--- src/rtl/uart_pkg.sv ---
// ============================================================================
// Module      : uart_pkg
// Description : Shared UART types and defaults (receiver state encoding).
// Revision    : 1.0 - initial release
// ============================================================================
`default_nettype none

package uart_pkg;

    localparam int OVERSAMPLE_DEFAULT = 16;

    typedef enum logic [2:0] {
        RX_IDLE   = 3'd0,
        RX_START  = 3'd1,
        RX_DATA   = 3'd2,
        RX_PARITY = 3'd3,
        RX_STOP   = 3'd4,
        RX_BREAK  = 3'd5
    } rx_state_t;

endpackage

`default_nettype wire

--- src/rtl/uart_sync2.sv ---
// ============================================================================
// Module      : uart_sync2
// Description : Two-flop synchroniser for a single asynchronous input.
// Revision    : 1.0 - initial release
// ============================================================================
`default_nettype none

module uart_sync2 #(
    parameter logic RESET_VAL = 1'b1
) (
    input  logic clk,
    input  logic reset,
    input  logic d,
    output logic q
);

    logic meta;

    always_ff @(posedge clk or posedge reset) begin
        if (reset) begin
            meta <= RESET_VAL;
            q    <= RESET_VAL;
        end else begin
            meta <= d;
            q    <= meta;
        end
    end

endmodule

`default_nettype wire

--- src/rtl/uart_rx.sv ---
// ============================================================================
// Module      : uart_rx
// Description : 16x-oversampling UART receiver, 2-of-3 majority per bit,
//               optional odd parity, one-clock valid pulse with error flags.
// Revision    : 1.0 - initial release
// ============================================================================
`default_nettype none

module uart_rx
    import uart_pkg::*;
#(
    parameter int DATA_BITS  = 8,
    parameter int OVERSAMPLE = OVERSAMPLE_DEFAULT
) (
    input  logic                 clk,
    input  logic                 reset,
    input  logic                 os_tick,
    input  logic                 rx_pin,
    input  logic                 parity_enable,
    output logic [DATA_BITS-1:0] rx_data,
    output logic                 rx_valid,
    output logic                 rx_parity_err,
    output logic                 rx_frame_err,
    output logic                 rx_busy
);

    localparam int CNT_W = $clog2(OVERSAMPLE);
    localparam int IDX_W = (DATA_BITS > 1) ? $clog2(DATA_BITS) : 1;
    localparam logic [CNT_W-1:0] CNT_MID    = CNT_W'(OVERSAMPLE / 2);
    localparam logic [CNT_W-1:0] CNT_LAST   = CNT_W'(OVERSAMPLE - 1);
    localparam logic [IDX_W-1:0] IDX_LAST   = IDX_W'(DATA_BITS - 1);

    logic                 rx_s;
    rx_state_t            state;
    logic [CNT_W-1:0]     os_cnt;
    logic [IDX_W-1:0]     bit_idx;
    logic [DATA_BITS-1:0] word;
    logic                 samp_a;
    logic                 samp_b;
    logic                 par_en;
    logic                 parity_ok;
    logic                 decide;
    logic                 wrap;
    logic                 maj;

    uart_sync2 #(
        .RESET_VAL (1'b1)
    ) u_sync_rx (
        .clk   (clk),
        .reset (reset),
        .d     (rx_pin),
        .q     (rx_s)
    );

    // Third sample is the live synchronised line at the decision tick.
    assign decide = (os_cnt == CNT_MID + 1'b1);
    assign wrap   = (os_cnt == CNT_LAST);
    assign maj    = (samp_a & samp_b) | (samp_a & rx_s) | (samp_b & rx_s);

    always_ff @(posedge clk or posedge reset) begin
        if (reset) begin
            state         <= RX_IDLE;
            os_cnt        <= '0;
            bit_idx       <= '0;
            word          <= '0;
            samp_a        <= 1'b1;
            samp_b        <= 1'b1;
            par_en        <= 1'b0;
            parity_ok     <= 1'b0;
            rx_data       <= '0;
            rx_valid      <= 1'b0;
            rx_parity_err <= 1'b0;
            rx_frame_err  <= 1'b0;
            rx_busy       <= 1'b0;
        end else begin
            rx_valid <= 1'b0;
            if (os_tick) begin
                if (state != RX_IDLE && state != RX_BREAK) begin
                    os_cnt <= wrap ? '0 : os_cnt + 1'b1;
                    if (os_cnt == CNT_MID - 1'b1) samp_a <= rx_s;
                    if (os_cnt == CNT_MID)        samp_b <= rx_s;
                end
                case (state)
                    RX_IDLE: begin
                        if (!rx_s) begin
                            state   <= RX_START;
                            os_cnt  <= '0;
                            rx_busy <= 1'b1;
                            par_en  <= parity_enable;
                        end
                    end
                    RX_START: begin
                        if (decide && maj) begin
                            state   <= RX_IDLE;
                            os_cnt  <= '0;
                            rx_busy <= 1'b0;
                        end else if (wrap) begin
                            state   <= RX_DATA;
                            bit_idx <= '0;
                        end
                    end
                    RX_DATA: begin
                        if (decide) word[bit_idx] <= maj;
                        if (wrap) begin
                            if (bit_idx == IDX_LAST) begin
                                state <= par_en ? RX_PARITY : RX_STOP;
                            end else begin
                                bit_idx <= bit_idx + 1'b1;
                            end
                        end
                    end
                    RX_PARITY: begin
                        if (decide) parity_ok <= (maj == ~^word);
                        if (wrap)   state     <= RX_STOP;
                    end
                    RX_STOP: begin
                        // Complete mid-stop-bit so a following start edge is not missed.
                        if (decide) begin
                            rx_data       <= word;
                            rx_parity_err <= par_en & ~parity_ok;
                            rx_frame_err  <= ~maj;
                            rx_valid      <= 1'b1;
                            rx_busy       <= 1'b0;
                            os_cnt        <= '0;
                            state         <= maj ? RX_IDLE : RX_BREAK;
                        end
                    end
                    RX_BREAK: begin
                        if (rx_s) state <= RX_IDLE;
                    end
                    default: begin
                        state   <= RX_IDLE;
                        os_cnt  <= '0;
                        rx_busy <= 1'b0;
                    end
                endcase
            end
        end
    end

endmodule

`default_nettype wire

--- config.mk ---
export PLATFORM = sky130hd
export DESIGN_NAME = uart_rx
export DESIGN_NICKNAME = d
export VERILOG_FILES = /design/src/rtl/uart_pkg.sv /design/src/rtl/uart_sync2.sv /design/src/rtl/uart_rx.sv
export SDC_FILE = /design/constraint.sdc
export NUM_CORES = 1
export LEC_CHECK = 0
export CAP_MARGIN = 20
export CORE_MARGIN = 8
export CORE_UTILIZATION = 24
export DETAILED_ROUTE_END_ITERATION = 10
export PLACE_DENSITY = 0.47
export SYNTH_ARGS = -nofsm -noshare
export SYNTH_HDL_FRONTEND = slang
export SYNTH_HIERARCHICAL = 1
export SYNTH_SLANG_ARGS = --single-unit
--- constraint.sdc ---
create_clock -name clk -period 2.8 [get_ports clk]
set_clock_uncertainty 0.1 [all_clocks]
set_input_delay 0.56 -clock clk [delete_from_list [all_inputs] [get_ports clk]]
set_output_delay 0.56 -clock clk [all_outputs]
set_load 0.05 [all_outputs]
==> out/metrics.cfg <==
[run_status]
outcome=finished, final reports clean

[global_route]
initial_antenna_violation_count=0
grt_busiest_layer=met2
grt.met1_usage_pct=10.09
grt_first_pass_wirelength_um=6989
groute.usage.overall_pct=7.766
grt_overflow_total=0
grt_max_degree=35
grt_pass1_vias=1363
met3_usage_pct=1.705
met2_usage_pct=11.56

[sta]
fin_crit_ns=2.135
setup_tns_ns=0
grt_setup_unrepaired=no
final-max-slew-violation-count=0
timing.final.setup_violations=0
finalHoldViolations=0
worst_pin_slew_ns=0.5614
final.period_utilization_pct=76.27
max_slew_margin_pct=62.57
timing.fmax_mhz=468.3

[synth]
synth_edf_count=0
synth_ff_type=sky130_fd_sc_hd__dfrtp_1
postSynthRegisterBits=36
async_flop_share_pct=100.0
avgSynthCellArea_um2=11.02
yosysWarnings=6
ys_seq_area_share_pct=47.23
synth_nets=184
syn_inst=174
ys_types=46
post_synth_instance_area_mm2=0.001918

[routing]
post_detailed_routing_wire_length_um=3952
drc_errors=0
drtAntennaViolNets=0
drt_pre_antenna_iters=4
via_count=1315
detailedRoute.firstIterationViolations=56
routedWlPerCell_um=13.49
drt-vias-per-instance=4.488

[finish]
areaGrowthSynthToFinish_pct=18.59
layout.cells.most_common=sky130_fd_sc_hd__dfrtp_1
antenna_cells_inserted=0
post_layout_nonfiller_instances=293
mostFrequentLayoutCells=32 x sky130_fd_sc_hd__dfrtp_1, 20 x sky130_fd_sc_hd__mux2_2, 16 x sky130_fd_sc_hd__clkdlybuf4s50_1, 12 x sky130_fd_sc_hd__nor2_1, 12 x sky130_fd_sc_hd__nand2_1
fraction_of_final_layout_cells_sized_beyond_drive_strength_1_pct=21.47
finalNetCount=200

[die]
design.portCount=17
dieWidth_um=105.4
die_h_um=105.4
num_rows=32
floorplan.core_area_mm2=0.007727
dieArea_mm2=0.01111
effective_utilization_at_floorplan_pct=24.82

[pwr]
maximum_resistive_drop_on_vdd_v=0.0002388
total_leakage_power_uw=0.0009996
power_per_cell_area_mw_per_mm2=747.4

[place]
dpl.cell_count=285
port_buffers=16
detailed_place_hpwl_um=2706
placer_congestion_estimate=0.7445

[worst_setup_path]
crit_start_category=flip-flop
criticalPathCategory=flip-flop to flip-flop
timing.critical_path.arrival_ns=2.21
worst-endpoint-required_ns=2.88
kind_of_end_point_of_the_critical_path=flip-flop
critical_path_peak_fanout=13

[cts]
postCtsHoldBufs=0
cts.path.max_buffers=2
cts.repair_timing.setup_buffer_count=0
cts-buffers-inserted=5
clock_latency_reported_for_the_late_side_of_the_worst_skew_pair_ns=0.30
clock_tree.htree_level_count=2
resized_gates_after_cts=0
clk_pin_slew_ns=0.07
cts.sink_count=36
root_buffer=sky130_fd_sc_hd__clkbuf_8
tritoncts=yes

[hold_path]
hold_path.class=flip-flop to flip-flop

[flow_run]
cap_viol_max_count=0

cell families after synthesis:
family	after synthesis	synth area share, %
multiplexers	20	11.74
AND/OR/NAND/NOR	58	16.76
AO/OA/AOI/OAI	28	12.07
buffers and inverters	16	3.783
adder cells (fa/ha/maj)	6	3.849
flip-flops	36	47.23
XOR/XNOR	10	4.567
synthesized netlist by cell type, types with 2 or more instances:
master                     count  area [um^2]
sky130_fd_sc_hd__dfrtp_1      32        800.8
sky130_fd_sc_hd__mux2_2       20        225.2
sky130_fd_sc_hd__nand2_1      12        45.04
sky130_fd_sc_hd__nor2_1       12        45.04
sky130_fd_sc_hd__xnor2_1       8        70.07
sky130_fd_sc_hd__buf_2         7        35.03
sky130_fd_sc_hd__inv_1         6        22.52
sky130_fd_sc_hd__ha_1          5        62.56
sky130_fd_sc_hd__nand3_1       5        25.02
sky130_fd_sc_hd__nor3_1        5        25.02
sky130_fd_sc_hd__o21ai_0       5        25.02
sky130_fd_sc_hd__a21o_1        4        30.03
sky130_fd_sc_hd__dfstp_2       4        105.1
sky130_fd_sc_hd__nand2b_1      4        25.02
sky130_fd_sc_hd__nand3b_1      4        30.03
sky130_fd_sc_hd__a21oi_1       2        10.01
sky130_fd_sc_hd__a22o_1        2        17.52
sky130_fd_sc_hd__a31oi_1       2        12.51
sky130_fd_sc_hd__a32o_1        2        20.02
sky130_fd_sc_hd__and3b_1       2        17.52
sky130_fd_sc_hd__nand4_1       2        12.51
sky130_fd_sc_hd__nand4b_1      2        17.52
sky130_fd_sc_hd__nor2b_1       2        12.51
sky130_fd_sc_hd__nor3b_1       2        15.01
sky130_fd_sc_hd__xor2_1        2        17.52
power breakdown:
group | switching [uW] | total, uW | leakage [uW] | internal (uW)
Clock | 200 | 401 | 0.0000516 | 201
Sequential | 144 | 741 | 0.000478 | 597
Combinational | 314 | 558 | 0.000470 | 244
Total | 658 | 1700 | 0.00100 | 1040
routing by layer:
metal / share of wire, % / up-vias
met5: 0 / -
met4: 2.6 / 0
met3: 3.8 / 7
met2: 46 / 29
met1: 48 / 625
li1: - / 654
sequential cells by signal, indices dropped and copies added (netlist names), 3 cells and up:
signal / flops
rx_data: 8
word: 8
os_cnt: 4
bit_idx: 3
state: 3
through the flow:
| step | power (uW) | utilization (%) | hold WS [ns] | instance area, um^2 | worst slack (ns) |
|---|---|---|---|---|---|
| after detailed placement | 1310 | 28.19 | 0.2554 | 2178 | 0.4313 |
| after floorplan | 1167 | - | 0.2452 | 1918 | 0.9278 |
| after global placement | 1310 | 28.19 | 0.2464 | 2178 | 0.4487 |
| after global routing | 1827 | 29.44 | 0.2694 | 2275 | 0.4667 |
| final | 1700 | 29.44 | 0.2622 | 2275 | 0.6646 |
| after CTS | 1728 | 29.44 | 0.2668 | 2275 | 0.6316 |
final timing paths:
kind | start | endpoint | slack, ns | depth (start not counted)
worst max register to register | os_cnt[1]$_DFFE_PP0P_ | rx_data[5]$_DFFE_PP0P_ | 0.66 | 5
worst min-delay path | u_sync_rx/meta$_DFF_PP1_ | u_sync_rx/q$_DFF_PP1_ | 0.26 | 0
worst max-delay path | os_cnt[1]$_DFFE_PP0P_ | rx_data[5]$_DFFE_PP0P_ | 0.66 | 5
worst min register to register | u_sync_rx/meta$_DFF_PP1_ | u_sync_rx/q$_DFF_PP1_ | 0.26 | 0
min in group asynchronous | reset | u_sync_rx/q$_DFF_PP1_ | 0.51 | 2
max in group asynchronous | reset | samp_a$_DFFE_PP1P_ | 1.67 | 3
worst max-delay path, stage by stage (launching register included):
cell                      delay [ns]
sky130_fd_sc_hd__dfrtp_1        0.41
sky130_fd_sc_hd__inv_1          0.09
sky130_fd_sc_hd__ha_1           0.15
sky130_fd_sc_hd__and3b_1        0.41
sky130_fd_sc_hd__nand4_2        0.44
sky130_fd_sc_hd__mux2_2         0.42
area by class of cell:
cell class	instances	area (um^2)
Clock buffer	6	82.58
Clock inverter	2	13.76
Multi-Input combinational cell	122	939.7
Inverter	6	22.52
Tap cell	102	127.6
Timing Repair Buffer	19	182.7
Sequential cell	36	905.9
Fill cell	788	5453
No activity file was read; power rests on OpenSTA's default activity.
